<file path="src/rtl/sa_load_sequencer_if.sv">
// Bundle between the tile scheduler / control unit side and the load sequencer.
// A row or command transfers on a clock edge where both valid and ready are high; valid is never gated by ready.
interface sa_load_sequencer_if #(
    parameter int N  = 4,
    parameter int DW = 16
);
    localparam int RW = $clog2(N);

    logic            cmd_valid;
    logic            cmd_ready;
    logic            cmd_load_weights;
    logic            src_valid;
    logic            src_ready;
    logic [N*DW-1:0] src_data;
    logic [N*DW-1:0] src_ps_data;
    logic            array_idle;
    logic            fifo_has_space;
    logic            input_en;
    logic            weight_en;
    logic            partial_en;
    logic [RW-1:0]   row_en;
    logic [N*DW-1:0] row_data;
    logic [N*DW-1:0] row_ps_data;
    logic            done;
    logic            stall_clr;
    logic [15:0]     stall_cnt;
    logic [2:0]      state_dbg;

    modport slave (
        input  cmd_valid, cmd_load_weights, src_valid, src_data, src_ps_data,
        input  array_idle, fifo_has_space, stall_clr,
        output cmd_ready, src_ready, input_en, weight_en, partial_en,
        output row_en, row_data, row_ps_data, done, stall_cnt, state_dbg
    );

    modport master (
        output cmd_valid, cmd_load_weights, src_valid, src_data, src_ps_data,
        output array_idle, fifo_has_space, stall_clr,
        input  cmd_ready, src_ready, input_en, weight_en, partial_en,
        input  row_en, row_data, row_ps_data, done, stall_cnt, state_dbg
    );
endinterface

</file>
<file path="src/rtl/sa_load_sequencer.sv">
// Streams one tile's weight rows (optional) and input/partial rows into the systolic array,
// rows N-1 down to 0, gating weights on a drained array and inputs on reported FIFO space.
module sa_load_sequencer #(
    parameter int N  = 4,
    parameter int DW = 16
) (
    input logic                clk,
    input logic                nRST,
    sa_load_sequencer_if.slave bus
);
    localparam int RW = $clog2(N);
    localparam logic [RW-1:0] ROW_TOP = RW'(N - 1);
    localparam logic [RW-1:0] ROW_ONE = RW'(1);

    typedef enum logic [2:0] {
        S_IDLE   = 3'd0,
        S_WDRAIN = 3'd1,
        S_WLOAD  = 3'd2,
        S_ISPACE = 3'd3,
        S_ILOAD  = 3'd4
    } state_t;

    state_t        state;
    state_t        state_next;
    logic [RW-1:0] row_cnt;
    logic          hs;
    logic          last_row;
    logic          stall;

    assign hs       = bus.src_ready & bus.src_valid;
    assign last_row = (row_cnt == '0);

    always_ff @(posedge clk or negedge nRST) begin
        if (!nRST) begin
            state <= S_IDLE;
        end else begin
            state <= state_next;
        end
    end

    // WDRAIN and ISPACE are always entered for at least one cycle, even if their condition already holds.
    always_comb begin
        state_next = state;
        unique case (state)
            S_IDLE:   if (bus.cmd_valid) state_next = bus.cmd_load_weights ? S_WDRAIN : S_ISPACE;
            S_WDRAIN: if (bus.array_idle) state_next = S_WLOAD;
            S_WLOAD:  if (hs && last_row) state_next = S_ISPACE;
            S_ISPACE: if (bus.fifo_has_space) state_next = S_ILOAD;
            S_ILOAD:  if (hs && last_row) state_next = S_IDLE;
            default:  state_next = S_IDLE;
        endcase
    end

    always_comb begin
        bus.cmd_ready = (state == S_IDLE);
        bus.src_ready = (state == S_WLOAD) || (state == S_ILOAD);
        bus.state_dbg = state;
        stall         = 1'b0;
        unique case (state)
            S_WDRAIN: stall = !bus.array_idle;
            S_ISPACE: stall = !bus.fifo_has_space;
            S_WLOAD,
            S_ILOAD:  stall = !bus.src_valid;
            default:  stall = 1'b0;
        endcase
    end

    // Row counter re-arms to N-1 whenever no rows are being streamed, so a reset or phase change never replays.
    always_ff @(posedge clk or negedge nRST) begin
        if (!nRST) begin
            row_cnt         <= ROW_TOP;
            bus.input_en    <= 1'b0;
            bus.partial_en  <= 1'b0;
            bus.weight_en   <= 1'b0;
            bus.done        <= 1'b0;
            bus.row_en      <= '0;
            bus.row_data    <= '0;
            bus.row_ps_data <= '0;
        end else begin
            bus.input_en   <= hs && (state == S_ILOAD);
            bus.partial_en <= hs && (state == S_ILOAD);
            bus.weight_en  <= hs && (state == S_WLOAD);
            bus.done       <= hs && (state == S_ILOAD) && last_row;
            if (!bus.src_ready) begin
                row_cnt <= ROW_TOP;
            end else if (hs) begin
                row_cnt <= row_cnt - ROW_ONE;
            end
            if (hs) begin
                bus.row_en   <= row_cnt;
                bus.row_data <= bus.src_data;
            end
            if (hs && (state == S_ILOAD)) begin
                bus.row_ps_data <= bus.src_ps_data;
            end
        end
    end

    always_ff @(posedge clk or negedge nRST) begin
        if (!nRST) begin
            bus.stall_cnt <= '0;
        end else if (bus.stall_clr) begin
            bus.stall_cnt <= '0;
        end else if (stall && (bus.stall_cnt != 16'hFFFF)) begin
            bus.stall_cnt <= bus.stall_cnt + 16'd1;
        end
    end
endmodule

</file>
<file path="src/flat_wrapper.sv">
// flat-port wrapper written by rule: the top's interface ports become plain ports
module sa_load_sequencer_flat 
#(
    parameter int N  = 4,
    parameter int DW = 16
)
  (clk, nRST, bus_cmd_valid, bus_cmd_load_weights, bus_src_valid, bus_src_data, bus_src_ps_data, bus_array_idle, bus_fifo_has_space, bus_stall_clr, bus_cmd_ready, bus_src_ready, bus_input_en, bus_weight_en, bus_partial_en, bus_row_en, bus_row_data, bus_row_ps_data, bus_done, bus_stall_cnt, bus_state_dbg);
  sa_load_sequencer_if #(.N(N), .DW(DW)) bus_i ();
  input logic clk;
  input logic nRST;
  input wire logic [$bits(bus_i.cmd_valid)-1:0] bus_cmd_valid;
  input wire logic [$bits(bus_i.cmd_load_weights)-1:0] bus_cmd_load_weights;
  input wire logic [$bits(bus_i.src_valid)-1:0] bus_src_valid;
  input wire logic [$bits(bus_i.src_data)-1:0] bus_src_data;
  input wire logic [$bits(bus_i.src_ps_data)-1:0] bus_src_ps_data;
  input wire logic [$bits(bus_i.array_idle)-1:0] bus_array_idle;
  input wire logic [$bits(bus_i.fifo_has_space)-1:0] bus_fifo_has_space;
  input wire logic [$bits(bus_i.stall_clr)-1:0] bus_stall_clr;
  output wire logic [$bits(bus_i.cmd_ready)-1:0] bus_cmd_ready;
  output wire logic [$bits(bus_i.src_ready)-1:0] bus_src_ready;
  output wire logic [$bits(bus_i.input_en)-1:0] bus_input_en;
  output wire logic [$bits(bus_i.weight_en)-1:0] bus_weight_en;
  output wire logic [$bits(bus_i.partial_en)-1:0] bus_partial_en;
  output wire logic [$bits(bus_i.row_en)-1:0] bus_row_en;
  output wire logic [$bits(bus_i.row_data)-1:0] bus_row_data;
  output wire logic [$bits(bus_i.row_ps_data)-1:0] bus_row_ps_data;
  output wire logic [$bits(bus_i.done)-1:0] bus_done;
  output wire logic [$bits(bus_i.stall_cnt)-1:0] bus_stall_cnt;
  output wire logic [$bits(bus_i.state_dbg)-1:0] bus_state_dbg;
  assign bus_i.cmd_valid = bus_cmd_valid;
  assign bus_i.cmd_load_weights = bus_cmd_load_weights;
  assign bus_i.src_valid = bus_src_valid;
  assign bus_i.src_data = bus_src_data;
  assign bus_i.src_ps_data = bus_src_ps_data;
  assign bus_i.array_idle = bus_array_idle;
  assign bus_i.fifo_has_space = bus_fifo_has_space;
  assign bus_i.stall_clr = bus_stall_clr;
  assign bus_cmd_ready = bus_i.cmd_ready;
  assign bus_src_ready = bus_i.src_ready;
  assign bus_input_en = bus_i.input_en;
  assign bus_weight_en = bus_i.weight_en;
  assign bus_partial_en = bus_i.partial_en;
  assign bus_row_en = bus_i.row_en;
  assign bus_row_data = bus_i.row_data;
  assign bus_row_ps_data = bus_i.row_ps_data;
  assign bus_done = bus_i.done;
  assign bus_stall_cnt = bus_i.stall_cnt;
  assign bus_state_dbg = bus_i.state_dbg;
  sa_load_sequencer #(.N(N), .DW(DW)) u_core (.clk(clk), .nRST(nRST), .bus(bus_i));
endmodule
</file>
<file path="config.mk">
export PLATFORM = sky130hd
export DESIGN_NAME = sa_load_sequencer_flat
export DESIGN_NICKNAME = d
export VERILOG_FILES = /design/src/rtl/sa_load_sequencer_if.sv /design/src/rtl/sa_load_sequencer.sv /design/src/flat_wrapper.sv
export SDC_FILE = /design/constraint.sdc
export NUM_CORES = 1
export LEC_CHECK = 0
export CAP_MARGIN = 20
export CELL_PAD_IN_SITES_DETAIL_PLACEMENT = 1
export CELL_PAD_IN_SITES_GLOBAL_PLACEMENT = 1
export CORE_MARGIN = 2
export CORE_UTILIZATION = 35
export CTS_BUF_LIST = sky130_fd_sc_hd__clkbuf_8
export DETAILED_ROUTE_END_ITERATION = 8
export PLACE_DENSITY_LB_ADDON = 0.25
export SETUP_SLACK_MARGIN = 0.3
export SLEW_MARGIN = 30
export SYNTH_ARGS = -nofsm -noshare
export SYNTH_HDL_FRONTEND = slang
export SYNTH_SLANG_ARGS = --single-unit
</file>
<file path="constraint.sdc">
create_clock -name clk -period 3.1 [get_ports clk]
set_input_delay 0.465 -clock clk [delete_from_list [all_inputs] [get_ports clk]]
set_output_delay 0.465 -clock clk [all_outputs]
set_load 0.02 [all_outputs]
</file>
==> results.yml <==
run_status:
  status: "completed"
finish:
  nNetsFinal: 850
  utilization_pct: 56.0
  fin_cells: 949
  fillers: 1707
  syn_to_final_growth_pct: 56.3
  antennaDiodeCount: 0
  multiInputGateArea_um2: 2190
  final-seq-area_um2: 3860
  fin_area_um2: 9710
  layout_common_cells: "clkdlybuf4s50_1, dfrtp_1, mux2_2"
  final_common_cell: "clkdlybuf4s50_1"
  final_layout_size_suffix_gt1_share_pct: 25.1
clock_network:
  htreeDepth: 4
  clk_pin_slew_ps: 80
  cts_tree: "built"
  cts_buffers: 17
  clockRootBuffer: "clkbuf_8"
  cts.sinks: 154
  clk_path_buf_depth: 2
  cts_setup_buffers: 0
  clk_latency_ps: 450
  ctsResizeCount: 0
  holdBufCountCts: 0
synth:
  ys.warnings.count: 0
  synth.distinct_cells: 46
  postSynthAreaPerCell_um2: 14.8
  synth.top_cell.area_share_pct: 61.2
  synth_area_um2: 6210
  synth_edf_count: 0
  synth_flop_cell: "dfrtp_1"
  synth_area_leaders: "dfrtp_1, mux2_2, a21oi_1"
  synth_cells: 421
  synth_top_area_cell: "dfrtp_1"
  synth-seq-cells: 154
  async_flop_share_pct: 100
  synth_nets: 559
  ys_seq_area_share_pct: 62.1
sta:
  rsz0062_at_grt: "no"
  fin_crit_ps: 2560
  relSlewSlack_pct: 43.7
  slew_violations: 0
  fin_tns_setup_ps: 0
  worst_pin_slew_ps: 845
  final.period_utilization_pct: 82.5
  skew_ps: 12.9
  max_freq_mhz: 391
  final-setup-viol-count: 0
  hold_viol_final: 0
critical_path:
  cp.arrival_ps: 2090
  required_ps: 2630
  crit_path_end_kind: "output pin"
  setup.worst_path.start_class: "flip-flop"
  worstPathMaxFanout: 13
  critical_path_class: "reg2out"
detailed_routing:
  drt-initial-drc-count: 137
  wl_per_cell_um: 19.7
  via_count: 4631
  drt_first_pass_iters: 4
  wl_mm: 18.7
  drc: 0
  ant_nets: 0
  routed_via_density: 4.88
power_and_ir_drop:
  peakVddDrop_mv: 0.491
  power.switching_w: 0.00356
  powerDensity_nw_per_um2: 1000
  power.share.sequential_pct: 35.2
  clkPwrFrac_pct: 15.2
  switching_share_pct: 36.5
  p_int_w: 0.00619
  p_total_w: 0.00975
  power.leakage_nw: 3.94
  pwr-share-comb_pct: 49.6
placement:
  post-place-cells: 918
  port_buffers: 290
  gp_congestion: 0.756
  placed_cell_area_um2: 9340
  hpwl_mm: 14.1
min_path:
  min_path_type: "in2async"
floorplan:
  rows: 48
  coreArea_um2: 17400
  die_area_um2: 18800
  dieWidth_um: 137
  start_util_pct: 35.8
  dieHeight_um: 137
  ios: 291
global_routing:
  grt_pass1_vias: 5226
  gr-usage-all-layers_pct: 20.7
  grt_pass1_wl_mm: 29.0
  grt_max_degree: 90
  antenna_found_initial: 0
  grt_overflow_total: 0
job:
  cap_violations: 0
worst paths after layout:
| check | startpoint | end | slack [ps] | cells after the start |
|---|---|---|---|---|
| hold / removal | nRST | u_core.bus.stall_cnt[15]$_DFFE_PN0P_ | 70 | 1 |
| hold reg to reg | u_core.bus.row_data[60]$_DFFE_PN0P_ | u_core.bus.row_data[60]$_DFFE_PN0P_ | 510 | 1 |
| setup / recovery | u_core.bus.state_dbg[1]$_DFFE_PN0P_ | bus_src_ready | 540 | 3 |
| min in group clk | u_core.bus.row_data[60]$_DFFE_PN0P_ | u_core.bus.row_data[60]$_DFFE_PN0P_ | 510 | 1 |
| max in group asynchronous | nRST | u_core.bus.row_data[3]$_DFFE_PN0P_ | 2120 | 2 |
| setup reg to reg | u_core.bus.state_dbg[0]$_DFFE_PN0P_ | u_core.bus.stall_cnt[7]$_DFFE_PN0P_ | 810 | 5 |
synthesized netlist by cell type, types with 6 or more instances:
cell / n
mux2_2: 132
a21oi_1: 15
inv_1: 6
nand3_1: 7
nor2_1: 10
o21ai_0: 7
dfrtp_1: 152
nand2_1: 9
o31ai_1: 6
buf_2: 15
or4_1: 8
stage by stage:
| step | hold WS [ps] | worst slack (ps) |
|---|---|---|
| 2_1_floorplan | 169 | 1010 |
| 3_3_place_gp | 488 | 624 |
| 3_5_place_dp | 495 | 581 |
| 4_1_cts | 99.5 | 477 |
| 5_1_grt | 115 | 351 |
| 6_report | 69.0 | 543 |
power by group through the flow:
stage	Combinational, W	Sequential [W]	Clock (W)
2_1_floorplan	0.00138	0.00447	0
3_3_place_gp	0.00477	0.00340	0
3_5_place_dp	0.00489	0.00348	0
4_1_cts	0.00492	0.00345	0.00153
5_1_grt	0.00512	0.00358	0.00161
6_report	0.00483	0.00343	0.00148
state kept, by name (all words and copies together), names as in the netlist:
register,flops
u_core.bus.row_ps_data,64
u_core.bus.done,1
u_core.bus.stall_cnt,16
u_core.bus.input_en,1
u_core.row_cnt,2
u_core.bus.weight_en,1
u_core.bus.row_en,2
u_core.bus.state_dbg,3
u_core.bus.row_data,64
cells by family (layout without fill, tap and decap cells):
family | count (synthesis) | count (layout) | synth area share (%)
flip-flops | 154 | 154 | 62.1
AO/OA/AOI/OAI | 40 | 40 | 4.41
AND/OR/NAND/NOR | 59 | 59 | 5.70
buffers and inverters | 30 | 333 | 2.92
multiplexers | 133 | 133 | 24.1
XOR/XNOR | 3 | 3 | 0.423
adder cells (fa/ha/maj) | 2 | 2 | 0.403
worst max-delay path: stages, from the launching register on:
cell             delay (ps)
dfrtp_1                 590
xnor2_1                 170
nor2_1                  200
clkdlybuf4s50_1         700
layer usage:
metal  part of all wire, %  global-route usage [%]  vias up  routed length [µm]
li1                      -                       -     2093                   -
met1                    36                    22.1     2298                6690
met2                    50                    35.1      205                9430
met3                    11                    9.31       35                2010
met4                   3.2                    9.56        0                 608
met5                     0                       0        -                   0
cell type report:
cell class / instances / area share [%]
Inverter: 6 / 0.232
Multi-Input combinational cell: 237 / 22.5
Clock buffer: 18 / 2.55
Timing Repair Buffer: 296 / 30.7
Clock inverter: 13 / 1.34
Sequential cell: 154 / 39.7
Tap cell: 225 / 2.90
(Power assumes the default switching activity.)
